File: config.mk
export PLATFORM = sky130hd
export DESIGN_NAME = dmem_unloader
export DESIGN_NICKNAME = d
export VERILOG_FILES = /design/src/rtl/dmem_unloader.sv
export SDC_FILE = /design/constraint.sdc
export NUM_CORES = 1
export LEC_CHECK = 0
export ABC_AREA = 1
export BUFFER_PORTS_ARGS = -buffer_cell sky130_fd_sc_hd__buf_4
export CAP_MARGIN = 15
export CORE_MARGIN = 10
export CORE_UTILIZATION = 30
export CTS_CLUSTER_DIAMETER = 120
export CTS_CLUSTER_SIZE = 16
export DETAILED_ROUTE_END_ITERATION = 8
export GPL_TIMING_DRIVEN = 0
export PLACE_DENSITY_LB_ADDON = 0.15
export SLEW_MARGIN = 20
export SYNTH_ARGS = -nofsm -noshare
export SYNTH_HDL_FRONTEND = slang
export SYNTH_SLANG_ARGS = --single-unit
File: constraint.sdc
create_clock -name clk -period 1.44 [get_ports clk]
set_clock_uncertainty 0.05 [all_clocks]
set_input_delay 0.072 -clock clk [delete_from_list [all_inputs] [get_ports clk]]
set_output_delay 0.072 -clock clk [all_outputs]
set_load 0.02 [all_outputs]
File: src/rtl/dmem_unloader.sv
`default_nettype none
// ============================================================================
// Module   : dmem_unloader
// Brief    : Reads the word count at data address 0, then streams words
//            1..count from the data memory out over a valid/ready interface.
// Revision : 1.0  initial release
// ============================================================================
module dmem_unloader #(
    parameter int DATA_W = 64,
    parameter int ADDR_W = 8,
    parameter int RD_LAT = 1
) (
    input  logic              clk,
    input  logic              reset_n,
    input  logic              start,
    output logic [ADDR_W-1:0] d_mem_addra,
    input  logic [DATA_W-1:0] d_mem_out,
    output logic [DATA_W-1:0] out_data,
    output logic              out_valid,
    input  logic              out_ready,
    output logic              out_last,
    output logic              busy,
    output logic              done,
    output logic              len_err
);

    typedef enum logic [2:0] {
        S_IDLE    = 3'd0,
        S_RD_CNT  = 3'd1,
        S_RD_WORD = 3'd2,
        S_PRESENT = 3'd3,
        S_FIN     = 3'd4
    } state_t;

    // The count read takes one extra cycle over a word read.
    localparam logic [1:0] LAT_CNT  = 2'(RD_LAT);
    localparam logic [1:0] LAT_WORD = 2'(RD_LAT - 1);

    state_t              state_q;
    logic [ADDR_W-1:0]   addr_q;
    logic [ADDR_W-1:0]   idx_q;
    logic [ADDR_W-1:0]   cnt_q;
    logic [1:0]          wait_q;
    logic [DATA_W-1:0]   data_q;
    logic                valid_q;
    logic                last_q;
    logic                busy_q;
    logic                done_q;
    logic                len_err_q;

    logic                ovf_d;
    logic [ADDR_W-1:0]   cnt_d;

    // A count that does not fit the address space is clamped to the top address.
    always_comb begin
        ovf_d = |d_mem_out[DATA_W-1:ADDR_W];
        cnt_d = ovf_d ? {ADDR_W{1'b1}} : d_mem_out[ADDR_W-1:0];
    end

    always_ff @(posedge clk or negedge reset_n) begin
        if (!reset_n) begin
            state_q   <= S_IDLE;
            addr_q    <= '0;
            idx_q     <= '0;
            cnt_q     <= '0;
            wait_q    <= '0;
            data_q    <= '0;
            valid_q   <= 1'b0;
            last_q    <= 1'b0;
            busy_q    <= 1'b0;
            done_q    <= 1'b0;
            len_err_q <= 1'b0;
        end else begin
            done_q <= 1'b0;
            case (state_q)
                S_IDLE: begin
                    if (start) begin
                        len_err_q <= 1'b0;
                        busy_q    <= 1'b1;
                        wait_q    <= '0;
                        state_q   <= S_RD_CNT;
                    end
                end
                S_RD_CNT: begin
                    if (wait_q == LAT_CNT) begin
                        cnt_q <= cnt_d;
                        if (ovf_d) begin
                            len_err_q <= 1'b1;
                        end
                        if (cnt_d == '0) begin
                            done_q  <= 1'b1;
                            state_q <= S_FIN;
                        end else begin
                            idx_q   <= ADDR_W'(1);
                            addr_q  <= ADDR_W'(1);
                            wait_q  <= '0;
                            state_q <= S_RD_WORD;
                        end
                    end else begin
                        wait_q <= wait_q + 2'd1;
                    end
                end
                S_RD_WORD: begin
                    if (wait_q == LAT_WORD) begin
                        data_q  <= d_mem_out;
                        valid_q <= 1'b1;
                        last_q  <= (idx_q == cnt_q);
                        state_q <= S_PRESENT;
                    end else begin
                        wait_q <= wait_q + 2'd1;
                    end
                end
                S_PRESENT: begin
                    if (out_ready) begin
                        valid_q <= 1'b0;
                        last_q  <= 1'b0;
                        if (last_q) begin
                            addr_q  <= '0;
                            done_q  <= 1'b1;
                            state_q <= S_FIN;
                        end else begin
                            idx_q   <= idx_q + ADDR_W'(1);
                            addr_q  <= idx_q + ADDR_W'(1);
                            wait_q  <= '0;
                            state_q <= S_RD_WORD;
                        end
                    end
                end
                S_FIN: begin
                    busy_q  <= 1'b0;
                    state_q <= S_IDLE;
                end
                default: begin
                    state_q <= S_IDLE;
                end
            endcase
        end
    end

    assign d_mem_addra = addr_q;
    assign out_data    = data_q;
    assign out_valid   = valid_q;
    assign out_last    = last_q;
    assign busy        = busy_q;
    assign done        = done_q;
    assign len_err     = len_err_q;

endmodule
`default_nettype wire
# Word level (Yosys, flattened, before mapping)
# Index checks and enable logic that the tools add are counted.
[totals]
regBits = 98
input_bits = 68
output_inout_bits = 77
word_cells = 85
[op_classes]
n_addsub = 2
eq_ne = 15
muxes = 39
reduce_logical = 18
[op_table]
columns = ["op", "n"]
rows = [
  ["$mux W8", 7],
  ["$reduce_or A56 Y1", 1],
  ["$pmux W8 S2", 2],
  ["$mux W3", 6],
  ["$ne A2 B2 Y1 const B", 8],
  ["$mux W2", 6],
  ["$pmux W3 S4", 1],
  ["$reduce_and A4 Y1", 3],
  ["$mux W1", 11],
  ["$pmux W1 S2", 5],
  ["$add A8 B1 Y8 const B", 1],
  ["$eq A8 B8 Y1", 1],
  ["$logic_not A8 Y1", 1],
  ["$pmux W2 S4", 1],
  ["$reduce_bool A2 Y1", 4],
  ["$eq A3 B2 Y1 const B", 2],
  ["$reduce_and A2 Y1", 3],
  ["$reduce_and A6 Y1", 1],
  ["$reduce_and A5 Y1", 1],
  ["$reduce_bool A4 Y1", 1],
  ["$eq A3 B1 Y1 const B", 1],
  ["$eq A3 B3 Y1 const B", 1],
  ["$logic_not A3 Y1", 1],
  ["$ne A3 B3 Y1 const B", 1],
  ["4 further kinds", 4],
]

# Longest topological paths before layout
[depth]
word_depth = 6
ltp_mapped = 12
mapped_depth_nobuf = 12

# Worst setup path before layout
# Ideal clock, no wire load.
[synth_timing]
kind = "register -> register"
start = "reg wait_q[1]"
end = "reg idx_q[1]"
setup_time_ns = 0.118
t_arrival_ns = 1.305
t_required_ns = 1.272
path_slack_ns = -0.034
stages_incl_launch_ff = 10
n_path_buf = 0
period_less_slack_ns = 1.474
cell_sequence = "dfrtp_1 -> inv_1 -> ha_1 -> inv_1 -> nor2_8 -> inv_2 -> o21ai_4 -> nand3_2 -> nand2_1 -> nand2_1"
[synth_via]
elab_chain_cells = 3
[synth_lines]
columns = ["item", "line_no", "rtl"]
rows = [
  ["from (decl)", "43", "logic [1:0] wait_q;"],
  ["from (signal assigned)", "100", "wait_q <= wait_q + 2'd1;"],
  ["from (signal assigned)", "110", "wait_q <= wait_q + 2'd1;"],
  ["$eq A2 B1 Y1", "85", "if (wait_q == LAT_CNT) begin"],
  ["$ne A2 B2 Y1 (no source line)", "--", ""],
  ["$reduce_and A5 Y1 (no source line)", "--", ""],
  ["to (signal assigned)", "122", "idx_q <= idx_q + ADDR_W'(1);"],
  ["to (decl)", "41", "logic [ADDR_W-1:0] idx_q;"],
]
# No other way between the ends.
# A chain may end at the register's enable or synchronous reset.

# Worst setup path in the final report
[layout_timing]
start = "reg state_q[0]"
end = "reg idx_q[6]"
[layout_via]
elab_chain_cells = 3
word_cells_on_any_way = 9
classes_between = "6 x eq/ne; 1 x mux; 2 x reduce/logical"
[layout_lines]
columns = ["item", "line_no", "rtl"]
rows = [
  ["from (decl)", "39", "state_t state_q;"],
  ["from (signal assigned)", "62", "state_q <= S_IDLE;"],
  ["from (signal assigned)", "81", "state_q <= S_RD_CNT;"],
  ["from (signal assigned)", "92", "state_q <= S_FIN;"],
  ["$eq A3 B2 Y1 / $eq A3 B1 Y1 (equally long branches)", "75", "case (state_q)"],
  ["$ne A2 B2 Y1 (no source line) / $reduce_bool A2 Y1 (equally long branches)", "--", ""],
  ["$reduce_and A5 Y1 (no source line)", "--", ""],
]
# Parallel ways exist; a longest one is shown, timed or not.

==> impl_metrics.json <==
{
  "worstSetupStartpointType": "flip-flop",
  "synthArstFlopShare_pct": 100.0,
  "cp_max_fo": 9,
  "multiInputGateArea_um2": 1997,
  "worstMarginPinSlew_ns": 0.9187,
  "hold_viol": 1,
  "fmax_mhz": 647.1,
  "dieArea_um2": 20010,
  "vdd.ir_drop.worst_v": 0.0009380,
  "clockBufferDepth": 2,
  "wl_per_cell_um": 14.93,
  "status": "finished with violations",
  "timing.final.crit_share_pct": 107.3,
  "gp_congestion": 0.8698,
  "maxSlewViolCount": 0,
  "final_cell_mix": "245 x nand2_1, 161 x buf_4, 95 x dfrtp_1",
  "syn-instance-count": 531,
  "critPathCaptureType": "flip-flop",
  "grt_pass1_vias": 4456,
  "r2r_start": "state_q[0]",
  "ys_ff_latch": 98,
  "start_util_pct": 30.57,
  "clk_latency_ns": 0.35,
  "synth-edff-count": 0,
  "ios": 145,
  "drive_gt1_share_pct": 32.51,
  "fillers": 1374,
  "fin_nets": 839,
  "rsz0062_at_grt": "yes",
  "holdWs_ns": -0.009771,
  "grt_use_total_pct": 14.18,
  "syn_nets": 603,
  "drtAntennaViolNets": 0,
  "setup_slack_ns": -0.1055,
  "slew_headroom_pct": 38.75,
  "rows": 44,
  "grt_pass1_wl_mm": 22.87,
  "stdcell_count": 956,
  "power_leakage_nw": 3.721,
  "hpwlAfterDp_mm": 10.12,
  "arrival_ns": 1.73,
  "cp.required_ns": 1.62,
  "num_vias": 4220,
  "pre_cts_ws_ns": -0.4086,
  "io_buffers": 144,
  "synth_area_um2": 4425,
  "final_core_util_pct": 49.61,
  "drt_iter0_markers": 193,
  "grt_max_degree": 99,
  "synth_top_cell_by_area": "dfrtp_1",
  "critPathKind": "flip-flop to flip-flop",
  "via_per_inst": 4.414,
  "coreArea_um2": 14480,
  "cts_tree": "built",
  "cts-htree-levels": 3,
  "violations": "negative hold slack, negative setup slack",
  "total_power_mw": 14.34,
  "yosysUniqueCellTypes": 32,
  "maxCapViolations": 0,
  "p_per_area_nw_per_um2": 1996,
  "post-route-drc-count": 0,
  "synth-seq-area-share_pct": 55.41,
  "numCtsBuffers": 9,
  "setup_viol": 90,
  "synth_top_area_share_pct": 55.41,
  "final.min_clock_period_ns": 1.545,
  "antenna_found_initial": 0,
  "gr-total-overflow": 0,
  "worstHoldPathType": "primary input to flip-flop",
  "path_clk_slew_ns": 0.07,
  "seq_area_um2": 2456,
  "synth_ff_type": "dfrtp_1",
  "firstDrtPassIters": 4,
  "setup-tns-final_ns": -5.764,
  "startpoint": "state_q[0]",
  "ys_warn_count": 0,
  "ys_top_cells_by_area": "dfrtp_1 55%, nand2_1 22%, nor2_1 3.9%",
  "clock_sinks": 98,
  "root_buffer": "clkbuf_16",
  "die_h_um": 141.5,
  "mostFrequentLayoutCell": "nand2_1",
  "place_inst": 859,
  "diodes": 0,
  "synth_area_per_cell_um2": 8.334,
  "syn_to_final_growth_pct": 62.31,
  "die_w_um": 141.5,
  "finalWirelength_mm": 14.27,
  "min_from": "d_mem_out[0]"
}
## where the power goes
group          internal (mW)  switching (mW)  leakage, nW
clock                   1.40            1.06        0.147
sequential              3.89           0.768         1.21
combinational           3.15            4.08         2.37
total                   8.44            5.90         3.72
## area by class of cell
type                       instances  share of cell area [%]
tap                              184                   3.205
clock inverter                     4                  0.6793
timing repair inverter             1                 0.08709
multi-input combinational        386                   27.80
clock buffer                      12                   3.431
buffer                            12                   2.142
sequential                        98                   34.19
timing repair buffer             227                   26.58
inverter                          32                   1.881
## state kept, by name, summed over array words and instances, names as in the netlist
signal and count:
out_data 64, cnt_q 8, d_mem_addra 8, idx_q 8
state_q 3, wait_q 2, busy 1, done 1
len_err 1, out_last 1, out_valid 1
## what timing repair did
| action | CTS | global route |
|---|---|---|
| cloned | 0 | 2 |
| hold buffers | 64 | 0 |
| pin swaps | 16 | 8 |
| setup endpoints to repair | 95 | 93 |
| setup buffers | 13 | 5 |
| endpoints found under the hold margin | 167 | 0 |
| gates resized for setup | 66 | 31 |
## kinds of logic (layout without fill, tap and decap cells)
group,after synthesis,in the layout,share of synthesized area [%]
AO/OA/AOI/OAI,23,23,3.421
flip-flops,98,98,55.41
AND/OR/NAND/NOR,345,345,33.11
XOR/XNOR,14,14,2.771
buffers and inverters,47,288,4.156
adder cells (fa/ha/maj),4,4,1.131
## path summary, 6_finish.rpt
check / end / slack [ns] / cells past startpoint
worst max-delay path: idx_q[6] / -0.11 / 10
worst min-delay path: out_data[0] / -0.01 / 3
worst max register to register: idx_q[6] / -0.11 / 10
worst min register to register: out_data[53] / 0.42 / 2
max in group asynchronous: state_q[0] / 0.30 / 2
min in group asynchronous: out_data[56] / 0.36 / 2
## cells in the mapped netlist, drive strengths merged, types with 5 or more instances
library cell	n
buf	10
clkbuf	5
dfrtp	98
inv	32
nand2	262
nand3	15
nand4	9
nor2	53
nor3	5
o21ai	11
xnor2	9
xor2	5
## metal layers
metal	up-vias	GRT usage, %	wire (um)
met5	-	0	0
met4	0	5.863	355
met3	21	5.874	1117
met2	106	22.80	6775
met1	1978	16.33	6026
li1	2115	-	-
## metrics by stage
stage,hold slack (ns),area (um^2)
CTS,0.01185,7027
detailed placement,0.2086,5771
global placement,0.2339,5767
finish,-0.009771,7183
floorplan,-0.2736,4456
global route,0.01007,7183
## worst max-delay path, cell delays in order (launching register included)
cell and delay [ns]:
dfrtp_2 0.41, inv_2 0.07, nor2_4 0.16, nand2_4 0.09, nor2_8 0.11, inv_4 0.07, o21ai_4 0.07, buf_12 0.15
nand3_4 0.12, nand2_1 0.09, nand2_1 0.05
No activity file was read; power rests on OpenSTA's default activity.
